$ cat src/rtl/rd_ctrl.sv
// Cache read-side controller: tag lookup, miss allocation and line fetch,
// same-line arbitration with the writer, line-memory read and ready/valid response.
module rd_ctrl #(
    parameter int addr_width = 32,
    parameter int list_depth = 4,
    parameter int data_width = 32,
    parameter int list_width = 32,
    localparam int TW = $clog2(list_depth),
    localparam int OW = $clog2(list_width)
) (
    input  logic                  clk,
    input  logic                  rst_n,
    input  logic                  rd_valid,
    output logic                  rd_ready,
    input  logic [addr_width-1:0] rd_addr,
    output logic                  rd_rvalid,
    input  logic                  rd_rready,
    output logic [data_width-1:0] rd_rdata,
    output logic                  acc_req,
    output logic [1:0]            acc_cmd,
    output logic [TW-1:0]         acc_tag,
    output logic [addr_width-1:0] acc_index,
    input  logic [2:0]            acc_status,
    input  logic [TW-1:0]         return_tag,
    output logic [2:0]            proc_status_w,
    output logic [addr_width-1:0] proc_addr_w,
    input  logic [2:0]            proc_status_r,
    input  logic [addr_width-1:0] proc_addr_r,
    output logic                  fetch_req,
    output logic [1:0]            fetch_cmd,
    output logic [TW-1:0]         fetch_tag,
    output logic [addr_width-1:0] fetch_addr,
    input  logic                  fetch_gnt,
    input  logic                  fetch_done,
    output logic                  mem_ren,
    output logic [TW+OW-1:0]      mem_raddr,
    input  logic                  mem_rready,
    input  logic [data_width-1:0] mem_rdata
);

    typedef enum logic [3:0] {
        IDLE, LOOKUP, CHK_CONF, WAIT_CONF, ALLOC,
        FETCH_REQ, WAIT_FETCH, MEM_RD, MEM_WAIT, RESP
    } state_e;

    state_e                  state_q, state_d;
    logic [addr_width-1:0]   addr_q, addr_d;
    logic [TW-1:0]           tag_q, tag_d;
    logic [1:0]              fcmd_q, fcmd_d;
    logic                    fill_q, fill_d;
    logic [data_width-1:0]   rdata_q, rdata_d;

    logic                    accept;
    logic                    hit;
    logic [addr_width-1:0]   cur_addr;
    logic [addr_width-1:0]   la;
    logic [OW-1:0]           off;

    // The request address is live in the accept cycle, registered afterwards.
    assign accept   = rd_valid && (state_q == IDLE);
    assign cur_addr = accept ? rd_addr : addr_q;
    assign la       = {cur_addr[addr_width-1:OW], {OW{1'b0}}};
    assign off      = cur_addr[OW-1:0];
    assign hit      = (acc_status == 3'b001);

    assign rd_ready    = (state_q == IDLE);
    assign rd_rdata    = rdata_q;
    assign acc_index   = la;
    assign proc_addr_w = la;
    assign fetch_addr  = la;
    assign fetch_cmd   = fcmd_q;
    assign fetch_tag   = tag_q;
    assign mem_raddr   = {tag_q, off};

    always_ff @(posedge clk or negedge rst_n) begin
        if (!rst_n) begin
            state_q <= IDLE;
            addr_q  <= '0;
            tag_q   <= '0;
            fcmd_q  <= '0;
            fill_q  <= 1'b0;
            rdata_q <= '0;
        end else begin
            state_q <= state_d;
            addr_q  <= addr_d;
            tag_q   <= tag_d;
            fcmd_q  <= fcmd_d;
            fill_q  <= fill_d;
            rdata_q <= rdata_d;
        end
    end

    always_comb begin
        state_d       = state_q;
        addr_d        = addr_q;
        tag_d         = tag_q;
        fcmd_d        = fcmd_q;
        fill_d        = fill_q;
        rdata_d       = rdata_q;
        acc_req       = 1'b0;
        acc_cmd       = 2'b00;
        acc_tag       = '0;
        proc_status_w = 3'b000;
        fetch_req     = 1'b0;
        mem_ren       = 1'b0;
        rd_rvalid     = 1'b0;

        unique case (state_q)
            IDLE: begin
                if (accept) begin
                    acc_req = 1'b1;
                    addr_d  = rd_addr;
                    tag_d   = return_tag;
                    state_d = hit ? MEM_RD : CHK_CONF;
                end
            end
            LOOKUP: begin
                acc_req = 1'b1;
                tag_d   = return_tag;
                state_d = hit ? MEM_RD : CHK_CONF;
            end
            CHK_CONF: begin
                proc_status_w = 3'b001;
                // Only a writer actively filling the same line blocks us.
                if (proc_status_r == 3'b010 && proc_addr_r == la)
                    state_d = WAIT_CONF;
                else
                    state_d = ALLOC;
            end
            WAIT_CONF: begin
                if (proc_status_r == 3'b011)
                    state_d = LOOKUP;
            end
            ALLOC: begin
                proc_status_w = 3'b010;
                acc_req       = 1'b1;
                acc_cmd       = 2'b10;
                tag_d         = return_tag;
                fcmd_d        = acc_status[1:0];
                state_d       = FETCH_REQ;
            end
            FETCH_REQ: begin
                proc_status_w = 3'b010;
                fetch_req     = 1'b1;
                if (fetch_gnt)
                    state_d = WAIT_FETCH;
            end
            WAIT_FETCH: begin
                proc_status_w = 3'b010;
                if (fetch_done) begin
                    fill_d  = 1'b1;
                    state_d = MEM_RD;
                end
            end
            MEM_RD: begin
                mem_ren = 1'b1;
                if (fill_q)
                    proc_status_w = mem_rready ? 3'b011 : 3'b010;
                if (mem_rready) begin
                    // Fill completion is reported to the tag list with the read handshake.
                    if (fill_q) begin
                        acc_req = 1'b1;
                        acc_cmd = 2'b11;
                        acc_tag = tag_q;
                    end
                    state_d = MEM_WAIT;
                end
            end
            MEM_WAIT: begin
                rdata_d = mem_rdata;
                state_d = RESP;
            end
            RESP: begin
                rd_rvalid = 1'b1;
                if (rd_rready) begin
                    fill_d  = 1'b0;
                    state_d = IDLE;
                end
            end
            default: state_d = IDLE;
        endcase
    end

endmodule
$ cat config.mk
export PLATFORM = sky130hd
export DESIGN_NAME = rd_ctrl
export DESIGN_NICKNAME = d
export VERILOG_FILES = /design/src/rtl/rd_ctrl.sv
export SDC_FILE = /design/constraint.sdc
export NUM_CORES = 1
export LEC_CHECK = 0
export BUFFER_PORTS_ARGS = -buffer_cell sky130_fd_sc_hd__clkbuf_2
export CORE_AREA = 2 2 102 104
export CTS_BUF_LIST = sky130_fd_sc_hd__clkbuf_4
export CTS_CLUSTER_SIZE = 40
export DETAILED_ROUTE_END_ITERATION = 8
export DIE_AREA = 0 0 104 106
export PLACE_DENSITY = 0.84
export SYNTH_ARGS = -nofsm -noshare
export SYNTH_HDL_FRONTEND = slang
export SYNTH_SLANG_ARGS = --single-unit
$ cat constraint.sdc
create_clock -name clk -period 3.2 [get_ports clk]
set_input_delay 0.64 -clock clk [delete_from_list [all_inputs] [get_ports clk]]
set_output_delay 0.64 -clock clk [all_outputs]
set_load 0.005 [all_outputs]
## Word level (Yosys, flattened, before mapping)

Index checks and enable logic that the tools add are counted.

- Output and inout port bits: 151
- Bits of input ports: 111
- Register bits: 73
- Word-level logic and storage cells: 66

- Reduce and logical (&&, ||, !) cells: 10
- Mux-type cells: 31
- Equal/unequal tests: 19

Operator list:

| operator | count |
|---|---|
| one-hot mux 4 bit (10 select lines) | 1 |
| equality test 32 bit | 1 |
| two-way mux 32 bit | 1 |
| two-way mux 4 bit | 6 |
| equality test 4 x 3 -> 1 bit, second input constant | 4 |
| two-way mux 2 bit | 7 |
| != test 2 bit, second input constant | 5 |
| two-way mux 1 bit | 9 |
| equality test 4 x 2 -> 1 bit, second input constant | 2 |
| equality test 4 bit, second input constant | 2 |
| one-hot mux 2 bit (2 select lines) | 2 |
| equality test 3 x 2 -> 1 bit, second input constant | 2 |
| two-way mux 3 bit | 2 |
| one-hot mux 2 bit (3 select lines) | 1 |
| AND reduction 6 bit | 1 |
| equality test 4 x 1 -> 1 bit, second input constant | 1 |
| logical NOT 4 bit | 1 |
| nonzero test 2 bit | 2 |
| equality test 3 x 1 -> 1 bit, second input constant | 1 |
| one-hot mux 1 bit (3 select lines) | 1 |
| AND reduction 3 bit | 1 |
| OR reduction 3 bit | 1 |
| logical AND 1 bit | 2 |
| != test 2 x 1 -> 1 bit, second input constant | 1 |
| 3 further kinds | 3 |

## Longest topological paths before layout

- Word-level depth: 7
- Mapped depth: 11
- Gate-level depth less buffers: 7

## Least setup slack after synthesis

OpenSTA, ideal clock, no wires.

- Path type: in2out
- From: input port rd_valid
- To: output port fetch_addr[8]
- Stages on the path: 8
- Slack: 0.498 ns
- Arrival time: 2.062 ns
- Data required time: 2.560 ns
- Cells stage by stage: clkbuf_1 > and2_1 > buf_6 > buf_6 > buf_2 > clkbuf_1 > o21ai_0 > buf_4

- Cells in the longest elaborated chain, start to end: 2

RTL lines:

| element | line | source |
|---|---|---|
| start, declared | 13 | `input logic rd_valid,` |
| logical AND 1 bit | 60 | `assign accept = rd_valid && (state_q == IDLE);` |
| two-way mux 32 bit | -- |  |
| end, declared | 32 | `output logic [addr_width-1:0] fetch_addr,` |

Every way passes these cells.

## Worst setup path in the final report

- From: register state_q[3]
- To: output port acc_index[31]

- Cells in the longest elaborated chain, start to end: 3

RTL lines:

| element | line | source |
|---|---|---|
| start, declared | 46 | `state_e state_q, state_d;` |
| start signal, assigned | 84 | `state_q <= state_d;` |
| logical NOT 4 bit | 60 |  |
| logical AND 1 bit | 60 |  |
| two-way mux 32 bit | -- |  |
| end, declared | 22 | `output logic [addr_width-1:0] acc_index,` |

Every way passes these cells.

==> results.cfg <==
[run_status]
status = finished, final reports clean

[cells_and_area]
fin_nets = 773
syn2layout_area_growth_pct = 24.1
drive_gt1_frac = 0.501
antenna_cells = 0
fin_util = 0.555

[worst_setup_path]
path_buf_inv = 2
critPathArrivalTime_ns = 2.37
cp_cell_sequence = nor4_4 > and2_4 > buf_6 > mux2_1 > clkbuf_2
critPathKind = flop to primary output
startpoint_type = flop
cpPeakStageDelay_ns = 0.52
crit_slowest_cell = dfrtp_1
path_delay_family = simple AND/OR/NAND/NOR gates
path_max_fanout = 28
setup.worst_path.end_class = primary output
cp.required_ns = 2.56

[floorplanning]
die_height_microns = 106
die_area_sq_um = 11000
io_pins = 262
start_util = 0.448
rows = 37
die_x_microns = 104
coreArea_sq_um = 10000

[pwr]
switching_share = 0.405
ir_worst_vdd_uv = 379
power_mw = 4.95
p_leak_nw = 3.09
intPower_mw = 2.94
power.density_nw_per_um2 = 891
switching_power_mw = 2.00
power_frac_clock = 0.135
pwr-share-seq = 0.320
pwr-share-comb = 0.545

[place]
gp_congestion = 0.895
dpl_worst_slack_ns = 0.463
io_buffers = 245
dpl.hpwl_mm = 9.91

[logic_synthesis]
synthArstFlopShare = 1.00
ys_seq_area_frac = 0.408
yosysWarnings = 0
synth.distinct_cells = 56
synth_edf_count = 0
syn_area_sq_um = 4480
syn_avg_cell_area_sq_um = 9.52
postSynthCellCount = 470
synth-main-ff-cell = dfrtp_1
synth_seq_cells = 73

[clocking]
clk_pin_slew_worst_paths_ns = 0.12
postCtsSetupBuffers = 0
numCtsBuffers = 9
cts_tree = done
cts_htree_levels = 3
clk_latency_ns = 0.43
cts_sinks = 73
cts.root.buffer_cell = clkbuf_4
clockBufferDepth = 2
cts-hold-fix-buffers = 0

[run]
max_cap_viol_count = 0

[timing]
finClkSkew_ns = 0.0166
hold_viol = 0
finalSetupTns_ns = 0
fin_crit_ns = 3.01
fin_crit_sh = 0.942
worst_pin_slew_ns = 0.952
finalWorstSetupSlack_ns = 0.186
finalSetupViolCount = 0
rsz0062_at_grt = no
fmax_mhz = 332
slew_headroom = 0.365
slew_violations = 0

[grt]
grt_pass1_wl_mm = 19.4
antenna_found_initial = 0
grt_overflow = 0
grt_usage = 0.222
grt_max_degree = 74
grt_pass1_vias = 3988

[routing]
remaining_drc_errors = 0
dr.pass1.iters = 5
post_drt_wl_per_cell_microns = 15.4
final_antenna_net_count = 0
vias = 4066
drt-initial-drc-count = 231
wl_mm = 12.4
routed_via_density = 5.06

[worst_hold_path]
hold_class = primary input to asynchronous set/reset pin
area by class of cell:
cell class	instances	area [sq um]
timing repair buffer	255	1310
clock buffer	11	82.6
clock inverter	5	80.1
tap	136	170
multi-input combinational	298	1990
sequential	73	1830
inverter	25	93.8
fill	925	4450
sequential cells by signal, summed over array words and instances (netlist names):
register and flops:
rd_rdata 32, fetch_cmd 2, fetch_tag 2, addr_q 32, fill_q 1, state_q 4
worst paths after layout:
| path | slack [ns] | endpoint | startpoint | cells past startpoint |
|---|---|---|---|---|
| worst max-delay path | 0.19 | acc_index[31] | state_q[3] | 5 |
| worst min-delay path | 0.32 | addr_q[27] | rst_n | 1 |
| worst max register to register | 0.59 | state_q[2] | state_q[3] | 8 |
| worst min register to register | 0.49 | addr_q[2] | addr_q[2] | 2 |
| max in group asynchronous | 2.23 | addr_q[10] | rst_n | 1 |
| min in group clk | 0.42 | addr_q[0] | rd_addr[0] | 3 |
timing repair:
item / CTS / global route
endpoints found under the setup margin: 3 / 6
endpoints found under the hold margin: 0 / 0
gates resized for setup: 1 / 1
logic make-up (layout without fill, tap and decap cells):
logic type,after synthesis,after routing,synth area share
and+or+nand+nor,151,151,0.159
DFF,73,73,0.408
xor gates and xnor gates,17,17,0.0333
muxes,53,53,0.134
buffers and inverters,114,296,0.161
other,1,16,0.000838
AOI/OAI and AO/OA,61,61,0.103
routing by layer:
| layer | part of all wire | vias to the layer above | routed length [microns] | global-route usage |
|---|---|---|---|---|
| met1 | 0.40 | 1945 | 5010 | 0.258 |
| met3 | 0.059 | 25 | 729 | 0.0521 |
| met2 | 0.51 | 188 | 6360 | 0.396 |
| met5 | 0 | - | 0 | 0 |
| li1 | - | 1908 | - | - |
| met4 | 0.022 | 0 | 277 | 0.0859 |
through the flow:
stage	instance area (sq um)	hold WS, ns	cells
final	5550	0.321	803
after global routing	5550	0.380	803
after CTS	5550	0.363	803
after detailed placement	5390	0.459	787
after global placement	5390	0.452	787
after floorplan	4530	0.344	485
power groups by stage:
| stage | clock network [mW] | registers [mW] | logic (mW) |
|---|---|---|---|
| detailed placement | 0 | 1.60 | 2.70 |
| global route | 0.739 | 1.63 | 2.95 |
| floorplan | 0 | 1.55 | 1.97 |
| CTS | 0.691 | 1.58 | 2.72 |
| global placement | 0 | 1.57 | 2.65 |
| finish | 0.669 | 1.58 | 2.69 |
synth_stat cells, drive strengths merged (4+ instances only):
cell type | n | area (sq um)
a41oi | 4 | 35.0
nor3 | 5 | 25.0
xnor2 | 7 | 61.3
nand3 | 9 | 45.0
nand2 | 93 | 352
nor4 | 6 | 73.8
clkbuf | 8 | 31.3
o21ai | 12 | 63.8
o22ai | 8 | 50.1
o2bb2ai | 4 | 41.3
a21oi | 6 | 30.0
a221oi | 4 | 35.0
nor2 | 16 | 60.1
mux2 | 52 | 589
and2 | 4 | 25.0
inv | 25 | 93.8
buf | 81 | 596
a2111oi | 4 | 41.3
dfrtp | 73 | 1830
nor2b | 4 | 25.0
xor2 | 10 | 87.6
layout by cell type, fill, tap and decap left out, types with 10 or more instances in the layout:
| cell | instances |
|---|---|
| clkbuf_2 | 244 |
| nand2_1 | 92 |
| dfrtp_1 | 73 |
| clkbuf_4 | 11 |
| conb_1 | 16 |
| o21ai_0 | 11 |
| xor2_1 | 10 |
| inv_1 | 25 |
| buf_4 | 10 |
| mux2_2 | 49 |
| nor2_1 | 16 |
Power figures use the tool's default switching activity.
